$ cat src/rtl/ship_sprite_sched_pkg.sv
// Shared types and sprite geometry for the ship sprite scheduler.
package ship_pkg;

  localparam int SPRITE_W = 16;
  localparam int SPRITE_H = 16;

  typedef logic [15:0] sprite_row_t;

  typedef enum logic {
    IDLE  = 1'b0,
    FETCH = 1'b1
  } state_t;

endpackage

$ cat src/rtl/ship_sprite_sched_if.sv
// Line-timing, ship-table, sprite-ROM and pixel-output bundle of the ship sprite scheduler.
interface ship_sprite_sched_if
  import ship_pkg::*;
#(
  parameter int N_SHIPS = 4,
  parameter int COORD_W = 10,
  parameter int ID_W    = 3
);

  logic                       line_start;
  logic [COORD_W-1:0]         next_y;
  logic                       line_go;
  logic [COORD_W-1:0]         hpos;
  logic [N_SHIPS-1:0]         ship_en;
  logic [N_SHIPS*COORD_W-1:0] ship_x;
  logic [N_SHIPS*COORD_W-1:0] ship_y;
  logic [3:0]                 rom_y;
  sprite_row_t                rom_bits;
  logic                       pix_on;
  logic [ID_W-1:0]            pix_id;
  logic                       busy;
  logic                       overrun;

  modport master (
    output line_start, next_y, line_go, hpos, ship_en, ship_x, ship_y, rom_bits,
    input  rom_y, pix_on, pix_id, busy, overrun
  );

  modport slave (
    input  line_start, next_y, line_go, hpos, ship_en, ship_x, ship_y, rom_bits,
    output rom_y, pix_on, pix_id, busy, overrun
  );

endinterface

$ cat src/rtl/ship_sprite_sched_hit_prio.sv
// Pixel-path compare of hpos against every live ship row, lowest slot index wins.
module ship_hit_prio
  import ship_pkg::*;
#(
  parameter int N_SHIPS = 4,
  parameter int COORD_W = 10,
  parameter int ID_W    = 3
) (
  input  logic [COORD_W-1:0]         hpos_i,
  input  logic [N_SHIPS*COORD_W-1:0] ship_x_i,
  input  sprite_row_t [N_SHIPS-1:0]  live_row_i,
  input  logic [N_SHIPS-1:0]         live_v_i,
  output logic                       hit_o,
  output logic [ID_W-1:0]            id_o
);

  logic [COORD_W:0]   dx_s [N_SHIPS];
  logic [N_SHIPS-1:0] slot_hit_s;

  // Signed one-bit-wider dx keeps ships near the right edge from aliasing to small hpos.
  always_comb begin
    for (int i = 0; i < N_SHIPS; i++) begin
      dx_s[i]       = {1'b0, hpos_i} - {1'b0, ship_x_i[i*COORD_W +: COORD_W]};
      slot_hit_s[i] = live_v_i[i] && !dx_s[i][COORD_W] &&
                      (dx_s[i][COORD_W-1:0] < COORD_W'(SPRITE_W)) &&
                      live_row_i[i][4'(SPRITE_W-1) - dx_s[i][3:0]];
    end
  end

  // Walk downward so the lowest hitting index is the last one written.
  always_comb begin
    hit_o = 1'b0;
    id_o  = {ID_W{1'b0}};
    for (int i = N_SHIPS-1; i >= 0; i--) begin
      hit_o = hit_o | slot_hit_s[i];
      id_o  = slot_hit_s[i] ? ID_W'(i) : id_o;
    end
  end

endmodule

$ cat src/rtl/ship_sprite_sched.sv
// Walks the shared ship sprite ROM during hblank into shadow rows, then drives the
// registered per-pixel ship hit/ID from the live rows.
module ship_sprite_sched
  import ship_pkg::*;
#(
  parameter int N_SHIPS = 4,
  parameter int COORD_W = 10,
  parameter int ID_W    = 3
) (
  input  logic                clk,
  input  logic                rst_n,
  ship_sprite_sched_if.slave  bus
);

  localparam int                SLOT_W    = (N_SHIPS > 1) ? $clog2(N_SHIPS) : 1;
  localparam logic [SLOT_W-1:0] LAST_SLOT = SLOT_W'(N_SHIPS-1);

  state_t                    state_q, state_d;
  logic [SLOT_W-1:0]         slot_q, slot_d;
  logic [COORD_W-1:0]        tgt_y_q, tgt_y_d;
  sprite_row_t [N_SHIPS-1:0] shadow_row_q, shadow_row_d;
  sprite_row_t [N_SHIPS-1:0] live_row_q, live_row_d;
  logic [N_SHIPS-1:0]        shadow_v_q, shadow_v_d;
  logic [N_SHIPS-1:0]        live_v_q, live_v_d;
  logic                      overrun_q, overrun_d;
  logic                      pix_on_q, pix_on_d;
  logic [ID_W-1:0]           pix_id_q, pix_id_d;

  logic                      busy_s;
  logic [COORD_W-1:0]        slot_y_s;
  logic [COORD_W:0]          dy_s;
  logic                      fetch_hit_s;
  logic [3:0]                rom_y_s;
  logic                      prio_hit_s;
  logic [ID_W-1:0]           prio_id_s;

  // Fetch datapath: row offset of the current slot for the target line.
  always_comb begin
    busy_s   = (state_q == FETCH);
    slot_y_s = {COORD_W{1'b0}};
    for (int i = 0; i < N_SHIPS; i++) begin
      slot_y_s = (slot_q == SLOT_W'(i)) ? bus.ship_y[i*COORD_W +: COORD_W] : slot_y_s;
    end
    dy_s        = {1'b0, tgt_y_q} - {1'b0, slot_y_s};
    fetch_hit_s = busy_s && bus.ship_en[slot_q] && !dy_s[COORD_W] &&
                  (dy_s[COORD_W-1:0] < COORD_W'(SPRITE_H));
    rom_y_s     = fetch_hit_s ? dy_s[3:0] : 4'd0;
  end

  // FSM next state; a line_start mid-walk restarts from slot 0.
  always_comb begin
    state_d = state_q;
    slot_d  = slot_q;
    tgt_y_d = tgt_y_q;
    case (state_q)
      IDLE: begin
        if (bus.line_start) begin
          state_d = FETCH;
          slot_d  = {SLOT_W{1'b0}};
          tgt_y_d = bus.next_y;
        end else begin
          state_d = IDLE;
        end
      end
      FETCH: begin
        if (bus.line_start) begin
          slot_d  = {SLOT_W{1'b0}};
          tgt_y_d = bus.next_y;
        end else if (slot_q == LAST_SLOT) begin
          state_d = IDLE;
          slot_d  = {SLOT_W{1'b0}};
        end else begin
          slot_d = slot_q + SLOT_W'(1);
        end
      end
      default: begin
        state_d = IDLE;
        slot_d  = {SLOT_W{1'b0}};
      end
    endcase
  end

  // Shadow/live row update; line_go copies the pre-edge shadow so a same-cycle fetch start is safe.
  always_comb begin
    shadow_row_d = shadow_row_q;
    shadow_v_d   = shadow_v_q;
    if (busy_s) begin
      shadow_v_d[slot_q]   = fetch_hit_s;
      shadow_row_d[slot_q] = fetch_hit_s ? bus.rom_bits : shadow_row_q[slot_q];
    end else begin
      shadow_v_d = shadow_v_q;
    end
    live_row_d = bus.line_go ? shadow_row_q : live_row_q;
    live_v_d   = bus.line_go ? shadow_v_q : live_v_q;
    overrun_d  = overrun_q | (busy_s & (bus.line_start | bus.line_go));
    pix_on_d   = prio_hit_s;
    pix_id_d   = prio_hit_s ? prio_id_s : {ID_W{1'b0}};
  end

  ship_hit_prio #(
    .N_SHIPS (N_SHIPS),
    .COORD_W (COORD_W),
    .ID_W    (ID_W)
  ) u_hit_prio (
    .hpos_i     (bus.hpos),
    .ship_x_i   (bus.ship_x),
    .live_row_i (live_row_q),
    .live_v_i   (live_v_q),
    .hit_o      (prio_hit_s),
    .id_o       (prio_id_s)
  );

  // State and datapath registers.
  always_ff @(posedge clk or negedge rst_n) begin
    if (!rst_n) begin
      state_q      <= IDLE;
      slot_q       <= {SLOT_W{1'b0}};
      tgt_y_q      <= {COORD_W{1'b0}};
      shadow_row_q <= {(N_SHIPS*16){1'b0}};
      live_row_q   <= {(N_SHIPS*16){1'b0}};
      shadow_v_q   <= {N_SHIPS{1'b0}};
      live_v_q     <= {N_SHIPS{1'b0}};
      overrun_q    <= 1'b0;
      pix_on_q     <= 1'b0;
      pix_id_q     <= {ID_W{1'b0}};
    end else begin
      state_q      <= state_d;
      slot_q       <= slot_d;
      tgt_y_q      <= tgt_y_d;
      shadow_row_q <= shadow_row_d;
      live_row_q   <= live_row_d;
      shadow_v_q   <= shadow_v_d;
      live_v_q     <= live_v_d;
      overrun_q    <= overrun_d;
      pix_on_q     <= pix_on_d;
      pix_id_q     <= pix_id_d;
    end
  end

  assign bus.rom_y   = rom_y_s;
  assign bus.busy    = busy_s;
  assign bus.overrun = overrun_q;
  assign bus.pix_on  = pix_on_q;
  assign bus.pix_id  = pix_id_q;

endmodule

$ cat src/flat_wrapper.sv
// flat-port wrapper written by rule: the top's interface ports become plain ports
module ship_sprite_sched_flat import ship_pkg::*;
#(
  parameter int N_SHIPS = 4,
  parameter int COORD_W = 10,
  parameter int ID_W    = 3
)
  (clk, rst_n, bus_line_start, bus_next_y, bus_line_go, bus_hpos, bus_ship_en, bus_ship_x, bus_ship_y, bus_rom_bits, bus_rom_y, bus_pix_on, bus_pix_id, bus_busy, bus_overrun);
  ship_sprite_sched_if #(.N_SHIPS(N_SHIPS), .COORD_W(COORD_W), .ID_W(ID_W)) bus_i ();
  input  logic clk;
  input  logic rst_n;
  input wire logic [$bits(bus_i.line_start)-1:0] bus_line_start;
  input wire logic [$bits(bus_i.next_y)-1:0] bus_next_y;
  input wire logic [$bits(bus_i.line_go)-1:0] bus_line_go;
  input wire logic [$bits(bus_i.hpos)-1:0] bus_hpos;
  input wire logic [$bits(bus_i.ship_en)-1:0] bus_ship_en;
  input wire logic [$bits(bus_i.ship_x)-1:0] bus_ship_x;
  input wire logic [$bits(bus_i.ship_y)-1:0] bus_ship_y;
  input wire logic [$bits(bus_i.rom_bits)-1:0] bus_rom_bits;
  output wire logic [$bits(bus_i.rom_y)-1:0] bus_rom_y;
  output wire logic [$bits(bus_i.pix_on)-1:0] bus_pix_on;
  output wire logic [$bits(bus_i.pix_id)-1:0] bus_pix_id;
  output wire logic [$bits(bus_i.busy)-1:0] bus_busy;
  output wire logic [$bits(bus_i.overrun)-1:0] bus_overrun;
  assign bus_i.line_start = bus_line_start;
  assign bus_i.next_y = bus_next_y;
  assign bus_i.line_go = bus_line_go;
  assign bus_i.hpos = bus_hpos;
  assign bus_i.ship_en = bus_ship_en;
  assign bus_i.ship_x = bus_ship_x;
  assign bus_i.ship_y = bus_ship_y;
  assign bus_i.rom_bits = bus_rom_bits;
  assign bus_rom_y = bus_i.rom_y;
  assign bus_pix_on = bus_i.pix_on;
  assign bus_pix_id = bus_i.pix_id;
  assign bus_busy = bus_i.busy;
  assign bus_overrun = bus_i.overrun;
  ship_sprite_sched #(.N_SHIPS(N_SHIPS), .COORD_W(COORD_W), .ID_W(ID_W)) u_core (.clk(clk), .rst_n(rst_n), .bus(bus_i));
endmodule
$ cat config.mk
export PLATFORM = sky130hd
export DESIGN_NAME = ship_sprite_sched_flat
export DESIGN_NICKNAME = d
export VERILOG_FILES = /design/src/rtl/ship_sprite_sched_pkg.sv /design/src/rtl/ship_sprite_sched_if.sv /design/src/rtl/ship_sprite_sched_hit_prio.sv /design/src/rtl/ship_sprite_sched.sv /design/src/flat_wrapper.sv
export SDC_FILE = /design/constraint.sdc
export NUM_CORES = 1
export LEC_CHECK = 0
export ABC_AREA = 1
export BUFFER_PORTS_ARGS = -buffer_cell sky130_fd_sc_hd__buf_2
export CORE_MARGIN = 2
export CORE_UTILIZATION = 50
export CTS_BUF_LIST = sky130_fd_sc_hd__clkbuf_16
export CTS_CLUSTER_DIAMETER = 50
export DETAILED_ROUTE_END_ITERATION = 16
export PLACE_DENSITY_LB_ADDON = 0.08
export SYNTH_ARGS = -nofsm -noshare
export SYNTH_HDL_FRONTEND = slang
export SYNTH_SLANG_ARGS = --single-unit
$ cat constraint.sdc
create_clock -name clk -period 4.35 [get_ports clk]
set_input_delay 0.2175 -clock clk [delete_from_list [all_inputs] [get_ports clk]]
set_output_delay 0.2175 -clock clk [all_outputs]
set_load 0.02 [all_outputs]
==> results_tabular.tex <==
\begin{tabular}{lr}
\hline
Metric & Value \\
\hline
\multicolumn{2}{l}{\textbf{Routing}} \\
\quad Final wirelength & 29.5 mm \\
\quad Routed vias/inst & 5.22 \\
\quad Total via count in the routed design & 10020 \\
\quad Routed length per instance & 15.4 um \\
\quad Remaining routing DRC violations & 0 \\
\quad Initial DRC count & 757 \\
\quad Detailed-router iteration count before antenna repair & 5 \\
\quad Antenna viol nets, final & 0 \\
\multicolumn{2}{l}{\textbf{Timing}} \\
\quad Max-slew violations & 0 \\
\quad Final setup margin & 0.310 ns \\
\quad Least-Margin Pin Slew & 0.884 ns \\
\quad Final critical path time including I/O delays and setup & 4.04 ns \\
\quad Maximum achievable frequency & 248 MHz \\
\quad Final setup violation count & 0 \\
\quad RSZ-0062 raised after global routing & false \\
\quad Max-Slew Margin vs Limit & 0.411 \\
\quad Final count of hold timing violations & 0 \\
\quad Share of the clock period used by the worst path after layout & 0.929 \\
\quad Setup TNS & 0 ns \\
\quad Clock Skew & 0.0122 ns \\
\multicolumn{2}{l}{\textbf{Synthesis}} \\
\quad Most repeated cell in the gate-level netlist after synthesis & sky130\_fd\_sc\_hd\_\_nand2\_1 \\
\quad Synth top area cells & sky130\_fd\_sc\_hd\_\_dfrtp\_1 36\%, sky130\_fd\_sc\_hd\_\_nand2\_1 17\%, sky130\_fd\_sc\_hd\_\_nand3\_1 8.5\% \\
\quad Post-synth top flop & sky130\_fd\_sc\_hd\_\_dfrtp\_1 \\
\quad Most frequent cells after synthesis & 465 x sky130\_fd\_sc\_hd\_\_nand2\_1, 214 x sky130\_fd\_sc\_hd\_\_inv\_1, 179 x sky130\_fd\_sc\_hd\_\_nand3\_1 \\
\quad Netlist Area Pre-Place & 0.0105 mm2 \\
\quad Synthesized Nets & 1688 \\
\quad Top cell type's share of synthesized area & 0.364 \\
\quad Ys async rst share & 1.00 \\
\quad Warnings from Yosys & 0 \\
\quad Library cell with the largest summed area after synthesis & sky130\_fd\_sc\_hd\_\_dfrtp\_1 \\
\quad Post-synth EDFFs & 0 \\
\quad Synthesized flop and latch total & 153 \\
\quad Number of instances in the synthesized netlist & 1505 \\
\quad Post-synthesis sequential area ratio & 0.364 \\
\quad Distinct cell type count after synthesis & 38 \\
\quad Synth Area per Inst & 7.00 um2 \\
\multicolumn{2}{l}{\textbf{Critical path}} \\
\quad Type of element capturing the critical path & primary output \\
\quad Critical R2R Capture & u\_core.shadow\_row\_q[29] \\
\quad Reg-to-reg startpoint & u\_core.slot\_q[1] \\
\quad Cell count of the worst reg-to-reg path & 20 \\
\quad Beginning of the critical path & u\_core.slot\_q[1] \\
\quad CP Data Required Time & 4.13 ns \\
\quad Critical path arrival & 3.82 ns \\
\quad Critical path launch point type & flip-flop \\
\quad Classification of the worst setup path & reg -> out \\
\quad Biggest fanout along the worst timing path & 24 \\
\quad Reg2Reg Setup Slack & 0.73 ns \\
\multicolumn{2}{l}{\textbf{Hold path}} \\
\quad Endpoint of the worst hold-timing path & u\_core.tgt\_y\_q[2] \\
\quad Hold Crit Depth & 3 \\
\quad Startpoint of the worst hold path & bus\_next\_y[2] \\
\quad Hold Path Class & in -> reg \\
\multicolumn{2}{l}{\textbf{Global route}} \\
\quad Global route total overflow & 0 \\
\quad Number of global-route vias before repair & 9625 \\
\quad Number of antenna violations at the first check in global routing & 0 \\
\quad Total GRT Usage & 0.277 \\
\quad Wire length of the first global-routing pass & 48.2 mm \\
\quad Pin count of the biggest net entering global routing & 95 \\
\multicolumn{2}{l}{\textbf{Clocking}} \\
\quad Number of clock sinks & 153 \\
\quad Buffers inserted by post-CTS timing repair & 0 \\
\quad TritonCTS Buffers & 17 \\
\quad Insertion delay to the later sink of the worst-skew pair & 0.43 ns \\
\quad Clock slew at reported path FFs & 0.07 ns \\
\quad CTS root buf & sky130\_fd\_sc\_hd\_\_clkbuf\_16 \\
\quad CTS tree & built \\
\quad H-tree depth reported by CTS & 4 \\
\quad Max Buffers Root-to-Sink & 2 \\
\multicolumn{2}{l}{\textbf{Power}} \\
\quad Fraction of power spent switching nets & 0.423 \\
\quad Leakage dissipation & 6.72 nW \\
\quad Clock network fraction of design power & 0.228 \\
\quad Gate power share & 0.426 \\
\quad Sequential fraction of design power & 0.346 \\
\quad Power Dens Cells & 579 mW/mm2 \\
\quad Switching power of the nets & 2.98 mW \\
\quad Maximum ir drop on the vdd rail & 0.326 mV \\
\quad Total power consumption of the routed design & 7.05 mW \\
\quad Cell-internal power & 4.07 mW \\
\multicolumn{2}{l}{\textbf{Placed design}} \\
\quad Final HPWL from detailed placement & 21.7 mm \\
\quad PortBufs & 132 \\
\quad Worst setup slack before clock tree synthesis & 0.576 ns \\
\quad Final weighted congestion of routability-driven global placement & 0.906 \\
\quad Placed Cells & 1876 \\
\multicolumn{2}{l}{\textbf{Floorplan}} \\
\quad Die area & 0.0222 mm2 \\
\quad Standard-cell rows & 53 \\
\quad Die Height & 149 um \\
\quad Starting density of the core & 0.506 \\
\quad Boundary pin count & 134 \\
\quad X dimension of the die & 149 um \\
\quad Std-Cell Core Area & 0.0208 mm2 \\
\multicolumn{2}{l}{\textbf{Finish}} \\
\quad Share of the core filled with cells in the final layout & 0.584 \\
\quad Antenna fix cells & 0 \\
\quad Filler Cells Inserted & 2074 \\
\quad NumNets Final & 1813 \\
\quad Finished Layout Cells & 1918 \\
\quad Synth-to-layout area growth & 15.6\% \\
\quad Fraction of layout cells with a size suffix above 1 & 0.147 \\
\multicolumn{2}{l}{\textbf{Run}} \\
\quad Max Cap Violations & 0 \\
\multicolumn{2}{l}{\textbf{Status}} \\
\quad Run status & finished, final reports clean \\
\hline
\end{tabular}
## state kept, by name, indices dropped and copies added (netlist names)
signal / flops
u_core.tgt_y_q: 10
u_core.bus.busy: 1
u_core.shadow_v_q: 4
u_core.bus.overrun: 1
u_core.shadow_row_q: 64
u_core.bus.pix_on: 1
u_core.live_row_q: 64
u_core.bus.pix_id: 2
u_core.slot_q: 2
u_core.live_v_q: 4
## metal layers
layer / global-route usage / share of wire / wire (um) / up-vias
li1: - / - / - / 5055
met1: 0.370 / 0.44 / 13000 / 4626
met2: 0.460 / 0.47 / 14000 / 300
met3: 0.0526 / 0.066 / 1960 / 39
met4: 0.0805 / 0.020 / 604 / 0
met5: 0 / 0 / 0 / -
## cell type report
cell class / count / area, um2 / area share
Multi-Input combinational cell: 1085 / 5670 / 0.466
Sequential cell: 153 / 3830 / 0.315
Timing Repair Buffer: 156 / 875 / 0.0719
Inverter: 217 / 815 / 0.0669
Clock buffer: 17 / 425 / 0.0350
Tap cell: 275 / 344 / 0.0283
Clock inverter: 15 / 215 / 0.0177
## worst max-delay path by stage
| stage | endpoint | slack (ns) | cells after the start |
|---|---|---|---|
| 6_report | bus_rom_y[0] | 0.31 | 19 |
| 3_5_place_dp | bus_rom_y[0] | 0.58 | 17 |
| 2_1_floorplan | bus_rom_y[0] | 0.53 | 23 |
| 3_3_place_gp | bus_rom_y[0] | 0.72 | 17 |
| 4_1_cts | bus_rom_y[0] | 0.11 | 17 |
| 5_1_grt | bus_rom_y[0] | 0.05 | 19 |
## logic make-up after synthesis
family / after synthesis / share of synthesized area
DFF: 153 / 0.364
buffers and inverters: 267 / 0.0994
xor gates and xnor gates: 15 / 0.0125
AOI/OAI and AO/OA: 202 / 0.101
adders and majority gates: 59 / 0.0737
and+or+nand+nor: 774 / 0.313
muxes: 34 / 0.0364
other: 1 / 0.000356
## power groups by stage
stage,combinational (mW),clock [mW],sequential [mW]
6_report,3.00,1.61,2.44
3_5_place_dp,2.94,0,2.45
3_3_place_gp,2.91,0,2.44
5_1_grt,3.40,1.70,2.50
2_1_floorplan,2.24,0,2.25
4_1_cts,2.97,1.63,2.43
## critical path, stage by stage, from the launching register on
cell and delay [ns]:
sky130_fd_sc_hd__dfrtp_1 0.38, sky130_fd_sc_hd__buf_4 0.21, sky130_fd_sc_hd__ha_1 0.20, sky130_fd_sc_hd__buf_4 0.17
sky130_fd_sc_hd__inv_1 0.28, sky130_fd_sc_hd__nor2_1 0.07, sky130_fd_sc_hd__a21oi_1 0.14, sky130_fd_sc_hd__ha_1 0.16
sky130_fd_sc_hd__inv_1 0.06, sky130_fd_sc_hd__fa_1 0.40, sky130_fd_sc_hd__nand3_1 0.08, sky130_fd_sc_hd__nand2_1 0.10
sky130_fd_sc_hd__nand2_1 0.10, sky130_fd_sc_hd__nand2_1 0.06, sky130_fd_sc_hd__nand2_1 0.07, sky130_fd_sc_hd__nand4_1 0.14
sky130_fd_sc_hd__nor2_4 0.20, sky130_fd_sc_hd__nand2_8 0.22, sky130_fd_sc_hd__nor2_1 0.17, sky130_fd_sc_hd__buf_2 0.19
## placed cells by master (no fill, tap or decap), types with 34 or more instances in the layout
cell type / instances
sky130_fd_sc_hd__ha_1: 52
sky130_fd_sc_hd__dfrtp_1: 153
sky130_fd_sc_hd__o21ai_0: 110
sky130_fd_sc_hd__mux2_2: 34
sky130_fd_sc_hd__nand2_1: 465
sky130_fd_sc_hd__nand3_1: 179
sky130_fd_sc_hd__buf_2: 130
sky130_fd_sc_hd__nor2_1: 92
sky130_fd_sc_hd__inv_1: 214
sky130_fd_sc_hd__a21oi_1: 72
## metrics by stage
| stage | hold WS, ns | instance area, um2 |
|---|---|---|
| floorplan | -0.0781 | 10500 |
| global placement | 0.353 | 11400 |
| detailed placement | 0.344 | 11400 |
| CTS | 0.00298 | 12200 |
| global route | 0.0180 | 12200 |
| finish | 0.00259 | 12200 |
## timing repair
action / CTS / global route
hold endpoints to repair: 101 / 0
gates resized for setup: 0 / 3
hold buffers: 10 / 0
setup endpoints to repair: 0 / 4
Note: power is estimated with default switching activity, not from simulation.
